**config.mk**
```make
export PLATFORM = sky130hd
export DESIGN_NAME = pipe_reg
export DESIGN_NICKNAME = d
export VERILOG_FILES = /design/src/rtl/pipe_pkg.sv /design/src/rtl/pipe_stage.sv /design/src/rtl/pipe_reg.sv
export SDC_FILE = /design/constraint.sdc
export NUM_CORES = 1
export LEC_CHECK = 0
export ABC_AREA = 1
export CORE_AREA = 5 5 50 52
export DETAILED_ROUTE_END_ITERATION = 10
export DIE_AREA = 0 0 55 57
export PLACE_DENSITY = 0.67
export SLEW_MARGIN = 20
export SYNTH_ARGS = -nofsm -noshare
export SYNTH_HDL_FRONTEND = slang
export SYNTH_SLANG_ARGS = --single-unit
```
**constraint.sdc**
```tcl
create_clock -name clock -period 1.3 [get_ports clock]
set_input_delay 0.13 -clock clock [delete_from_list [all_inputs] [get_ports clock]]
set_output_delay 0.13 -clock clock [all_outputs]
set_load 0.02 [all_outputs]
```
**src/rtl/pipe_pkg.sv**
```systemverilog
// Shared constants and helpers for the pipe_reg retiming pipeline.
package pipe_pkg;

    localparam int DEFAULT_WIDTH = 8;
    localparam int DEFAULT_DEPTH = 2;

    // Width of a counter that must represent 0..depth inclusive.
    function automatic int occ_width(input int depth);
        return $clog2(depth + 1);
    endfunction

endpackage

```
**src/rtl/pipe_stage.sv**
```systemverilog
// One valid+data register slot of the pipe_reg pipeline; clr_i wipes the
// valid bit regardless of advance, leaving stale data behind.
module pipe_stage
    import pipe_pkg::*;
#(
    parameter int WIDTH = DEFAULT_WIDTH
) (
    input  logic             clock,
    input  logic             reset_n,
    input  logic             clr_i,
    input  logic             adv_i,
    input  logic             prev_valid_i,
    input  logic [WIDTH-1:0] prev_data_i,
    output logic             valid_o,
    output logic [WIDTH-1:0] data_o
);

    logic             valid_q;
    logic             valid_d;
    logic [WIDTH-1:0] data_q;
    logic [WIDTH-1:0] data_d;

    // Next-state: clear beats advance, advance loads the upstream slot.
    always_comb begin
        valid_d = valid_q;
        data_d  = data_q;
        if (clr_i) begin
            valid_d = 1'b0;
        end else if (adv_i) begin
            valid_d = prev_valid_i;
            data_d  = prev_data_i;
        end else begin
            valid_d = valid_q;
            data_d  = data_q;
        end
    end

    // Slot registers.
    always_ff @(posedge clock or negedge reset_n) begin
        if (!reset_n) begin
            valid_q <= 1'b0;
            data_q  <= '0;
        end else begin
            valid_q <= valid_d;
            data_q  <= data_d;
        end
    end

    assign valid_o = valid_q;
    assign data_o  = data_q;

endmodule

```
**src/rtl/pipe_reg.sv**
```systemverilog
// WIDTH x DEPTH valid/ready register pipeline with bubble collapsing and flush.
// Optional PIPE_OCC_EN adds a registered occupancy count port.
module pipe_reg
    import pipe_pkg::*;
#(
    parameter int WIDTH = DEFAULT_WIDTH,
    parameter int DEPTH = DEFAULT_DEPTH
) (
    input  logic                          clock,
    input  logic                          reset_n,
    input  logic                          flush,
    input  logic                          in_valid,
    input  logic [WIDTH-1:0]              in_data,
    output logic                          in_ready,
    output logic                          out_valid,
    output logic [WIDTH-1:0]              out_data,
    input  logic                          out_ready
`ifdef PIPE_OCC_EN
    ,
    output logic [occ_width(DEPTH)-1:0]   occupancy
`endif
);

    if (DEPTH < 1) begin : g_bad_depth
        $error("pipe_reg: DEPTH must be at least 1");
    end

    logic [DEPTH-1:0] valid_s;
    logic [WIDTH-1:0] data_s [DEPTH];
    logic             in_xfer_s;

    // Ready ripples from the output back to stage 0: a stage may move when
    // it is empty or the stage ahead of it is moving.
    for (genvar i = 0; i < DEPTH; i++) begin : g_stage
        logic             adv_s;
        logic             prev_valid_s;
        logic [WIDTH-1:0] prev_data_s;

        if (i == DEPTH - 1) begin : g_last
            assign adv_s = out_ready | ~valid_s[i];
        end else begin : g_mid
            assign adv_s = g_stage[i+1].adv_s | ~valid_s[i];
        end

        if (i == 0) begin : g_first
            assign prev_valid_s = in_xfer_s;
            assign prev_data_s  = in_data;
        end else begin : g_chain
            assign prev_valid_s = valid_s[i-1];
            assign prev_data_s  = data_s[i-1];
        end

        pipe_stage #(
            .WIDTH (WIDTH)
        ) u_stage (
            .clock        (clock),
            .reset_n      (reset_n),
            .clr_i        (flush),
            .adv_i        (adv_s),
            .prev_valid_i (prev_valid_s),
            .prev_data_i  (prev_data_s),
            .valid_o      (valid_s[i]),
            .data_o       (data_s[i])
        );
    end

    assign in_ready  = reset_n & ~flush & g_stage[0].adv_s;
    assign in_xfer_s = in_valid & in_ready;
    assign out_valid = valid_s[DEPTH-1];
    assign out_data  = data_s[DEPTH-1];

`ifdef PIPE_OCC_EN
    localparam int OCC_W = occ_width(DEPTH);

    logic             out_xfer_s;
    logic [OCC_W-1:0] occ_q;
    logic [OCC_W-1:0] occ_d;

    assign out_xfer_s = valid_s[DEPTH-1] & out_ready;

    // Track the valid-bit population incrementally alongside the stages.
    always_comb begin
        occ_d = occ_q;
        if (flush) begin
            occ_d = '0;
        end else if (in_xfer_s && !out_xfer_s) begin
            occ_d = occ_q + OCC_W'(1);
        end else if (!in_xfer_s && out_xfer_s) begin
            occ_d = occ_q - OCC_W'(1);
        end else begin
            occ_d = occ_q;
        end
    end

    // Occupancy register.
    always_ff @(posedge clock or negedge reset_n) begin
        if (!reset_n) begin
            occ_q <= '0;
        end else begin
            occ_q <= occ_d;
        end
    end

    assign occupancy = occ_q;
`endif

endmodule

```
Word-level counts from Yosys, hierarchy flattened:

Cells that the tools add are included.

* bits in registers: 18
* input port bits: 13
* word-level logic and storage cells: 20

* muxes and demuxes: 4
* bitwise operators: 8
* reductions and logical operators: 4

Operators by type and width (number)
* 2-to-1 mux 1 bit: 4
* AND reduction 2 bit: 2
* nonzero test 2 bit: 2
* AND 1 bit: 3
* inverter 1 bit: 3
* bitwise OR 1 bit: 2

Longest topological paths before layout:

* depth after elaboration: 7
* gate-level depth with buffers: 5
* gate-level depth less buffers: 5

Modules after synthesis:

A second synthesis with hierarchy kept.

* cell total of the unflattened synthesis: 89
* area, all modules: 773.2 um^2

By module, submodules not included
* pipe_stage: times used 2, cells each 40, area each 362.8 um^2, seq. area each 225.2 um^2
* pipe_reg: times used 1, cells each 9, area each 47.5 um^2, seq. area each 0.0 um^2

Worst setup path before layout:

Ideal clock, no wire load.

* path kind: flip-flop to output port
* start: register g_stage[1].u_stage.valid_q
* end: output in_ready
* arrival: 0.955 ns
* setup slack: 0.215 ns
* cell stages (with the launch flop): 5
* path through: dfrtp_1 > nand3_2 > buf_4 > nand3_1 > inv_1

* longest elaborated chain between the ends: 4

RTL lines
* start, declared: RTL line pipe_stage.sv:18 `logic valid_q;`
* start signal, assigned: RTL line pipe_stage.sv:44 `valid_q <= valid_d;`
* inverter 1 bit: RTL line pipe_reg.sv:40 `assign adv_s = out_ready | ~valid_s[i];`
* bitwise OR 1 bit: RTL line pipe_reg.sv:40
* bitwise OR 1 bit: RTL line pipe_reg.sv:42 `assign adv_s = g_stage[i+1].adv_s | ~valid_s[i];`
* AND 1 bit: RTL line pipe_reg.sv:67 `assign in_ready = reset_n & ~flush & g_stage[0].adv_s;`
* end, declared: RTL line pipe_reg.sv:14 `output logic in_ready,`

No other way between the ends.

Final worst setup path:

* start: register g_stage[1].u_stage.valid_q
* end: output out_valid

RTL lines
* end, declared: RTL line pipe_reg.sv:15 `output logic out_valid,`

No word-level cell between the ends.

==> flow_summary.json <==
{
  "hold_path_class": "input port to asynchronous set/reset pin",
  "highest-signal-layer": "met4",
  "power.internal_mw": 0.888,
  "holdBufCountCts": 0,
  "synthToLayoutAreaGrowth_pct": 38.9,
  "grt_pass1_vias": 646,
  "clkLatencyLatePin_ns": 0.29,
  "drtPass1Iterations": 4,
  "drt-met1-wl_um": 636,
  "yosys_warnings": 0,
  "setup_slack_ns": 0.0584,
  "dp_cells": 133,
  "antenna_found_initial": 0,
  "startpoint_type": "flip-flop",
  "dieWidth_um": 55,
  "initial_core_util": 0.362,
  "wl_met3_um": 73,
  "cts_root_buf": "clkbuf_4",
  "clkPwrFrac": 0.280,
  "grtUsageTotal": 0.114,
  "synth_fp_nets": 94,
  "fin_util": 0.503,
  "post_cts_buffers": 0,
  "arrival_ns": 1.11,
  "core_mm2": 0.00206,
  "reg2reg_slack_ns": 0.24,
  "outcome": "completed",
  "power_density_mw_per_mm2": 1160,
  "ys_types": 13,
  "sequentialPowerShare": 0.532,
  "avgSynthCellArea_um2": 9.22,
  "layout.nets": 123,
  "synth-seq-area-share": 0.603,
  "path_max_fanout": 2,
  "drt_wl_total_um": 1450,
  "wire_per_inst_um": 10.6,
  "final_antenna_net_count": 0,
  "p_switching_mw": 0.320,
  "cts_sinks": 18,
  "grt.overflow.total": 0,
  "finalSetupViolations": 0,
  "viasPerCell": 4.45,
  "first_iter_violations": 19,
  "via_count": 609,
  "design_area_mm2": 0.00104,
  "drv_cap": 0,
  "fillers": 214,
  "ys_seq_elements": 18,
  "clock.fmax_mhz": 805,
  "synthCells": 81,
  "crit_path_end_kind": "output port",
  "critPathRequiredTime_ns": 1.17,
  "grt_start_max_net_pins": 20,
  "syn-cell-area_um2": 747,
  "rows": 17,
  "fp.dieH_um": 57,
  "rsz0062_at_grt": "no",
  "cts_tree": "done",
  "insertedDiodeCount": 0,
  "num_io_pins": 23,
  "clk_path_buf_depth": 2,
  "p_leak_nw": 0.549,
  "drc": 0,
  "tightest_slew_ns": 0.227,
  "htree_levels": 1,
  "stdcell_count": 137,
  "detailed_place.area_mm2": 0.00102,
  "crit_type": "flip-flop to output port",
  "fin_skew_ns": 0.00952,
  "r2r_cells": 5,
  "dieArea_mm2": 0.00314,
  "cts_inserted_buffers": 3,
  "min_period_ns": 1.24,
  "timing.rr.start": "g_stage[1].u_stage.valid_o$_DFFE_PN0P_",
  "hold_viol_final": 0,
  "ir_worst_vdd_mv": 0.628,
  "grt_pass1_wl_um": 2690,
  "clk_pin_slew_ns": 0.10,
  "wl_met2_um": 727,
  "power_frac_comb": 0.188,
  "globalplace.congestion": 0.744,
  "critical_path.startpoint": "g_stage[1].u_stage.valid_o$_DFFE_PN0P_",
  "rr_endpoint": "g_stage[1].u_stage.data_o[0]$_DFFE_PN0P_",
  "total_power_mw": 1.21,
  "period_share": 0.955,
  "relSlewSlack": 0.849,
  "port_buffers": 22,
  "hpwl_um": 1120,
  "dp_slack_ns": -0.250,
  "swShare": 0.265,
  "finalMaxSlewViolations": 0,
  "drive_gt1_frac": 0.138
}
==> flip-flops by register name (all words and copies together), names as in the netlist <==
register / count
g_stage.u_stage.data_o: 16
g_stage.u_stage.valid_o: 2
==> power groups by stage <==
stage | registers (mW) | logic, mW | clock network, mW
3_3_place_gp | 0.653 | 0.252 | 0
4_1_cts | 0.644 | 0.232 | 0.348
5_1_grt | 0.651 | 0.253 | 0.368
6_report | 0.643 | 0.227 | 0.339
2_1_floorplan | 0.692 | 0.0797 | 0
3_5_place_dp | 0.656 | 0.256 | 0
==> worst max path at each step <==
stage	to	depth (start not counted)
2_1_floorplan	in_ready	4
3_3_place_gp	in_ready	6
3_5_place_dp	in_ready	6
4_1_cts	out_valid	2
5_1_grt	out_valid	2
6_report	out_valid	2
==> final cells by class <==
type	count	area, um^2	area share
clock buffer	4	36.3	0.0350
inverter	3	11.3	0.0109
multi-input combinational	57	262	0.252
sequential	18	450	0.434
tap	28	35.0	0.0338
timing repair buffer	27	243	0.234
==> routing by layer <==
metal | GRT usage | vias to the layer above
li1 | - | 317
met1 | 0.142 | 275
met2 | 0.186 | 15
met3 | 0.0287 | 2
met4 | 0.0417 | 0
met5 | 0 | -
==> cell usage after synthesis <==
cell | instances | area (um^2)
nand2_2 | 1 | 6.26
nand3_1 | 17 | 85.1
a21oi_1 | 1 | 5.00
dfrtp_1 | 18 | 450
nand2_1 | 34 | 128
inv_1 | 2 | 7.51
buf_2 | 1 | 5.00
nand3_2 | 1 | 10.0
buf_4 | 1 | 7.51
o21ai_0 | 1 | 5.00
nand2_4 | 2 | 22.5
buf_6 | 1 | 11.3
inv_2 | 1 | 3.75
==> what timing repair did <==
item,4_1_cts,5_1_grt
setup endpoints to repair,10,1
pin swaps,0,0
gates resized for setup,13,1
==> cells by family after synthesis <==
| family | Yosys count | share of synthesized area |
|---|---|---|
| buffers and inverters | 6 | 0.0469 |
| AOI/OAI and AO/OA | 2 | 0.0134 |
| DFF | 18 | 0.603 |
| and+or+nand+nor | 55 | 0.337 |
==> layout by cell type, fill, tap and decap left out <==
master	n
dfrtp_1	18
nand2_2	1
nand3_2	1
clkdlybuf4s15_1	1
nand2_4	2
clkbuf_4	3
o21ai_0	1
nand2_1	34
a21oi_1	1
buf_2	1
clkdlybuf4s50_1	12
dlygate4sd2_1	8
buf_4	5
inv_1	2
nand3_1	17
clkbuf_8	1
inv_2	1
==> through the flow <==
step	hold WS, ns	setup TNS, ns
2_1_floorplan	-0.166	0
5_1_grt	0.208	0
3_5_place_dp	0.460	-0.250
3_3_place_gp	0.456	-0.262
4_1_cts	0.198	0
6_report	0.188	0
==> critical path: stages, from the launching register on <==
cell and delay, ns:
dfrtp_1 0.40, buf_4 0.14, clkdlybuf4s15_1 0.27
Note: power is estimated with default switching activity, not from simulation.
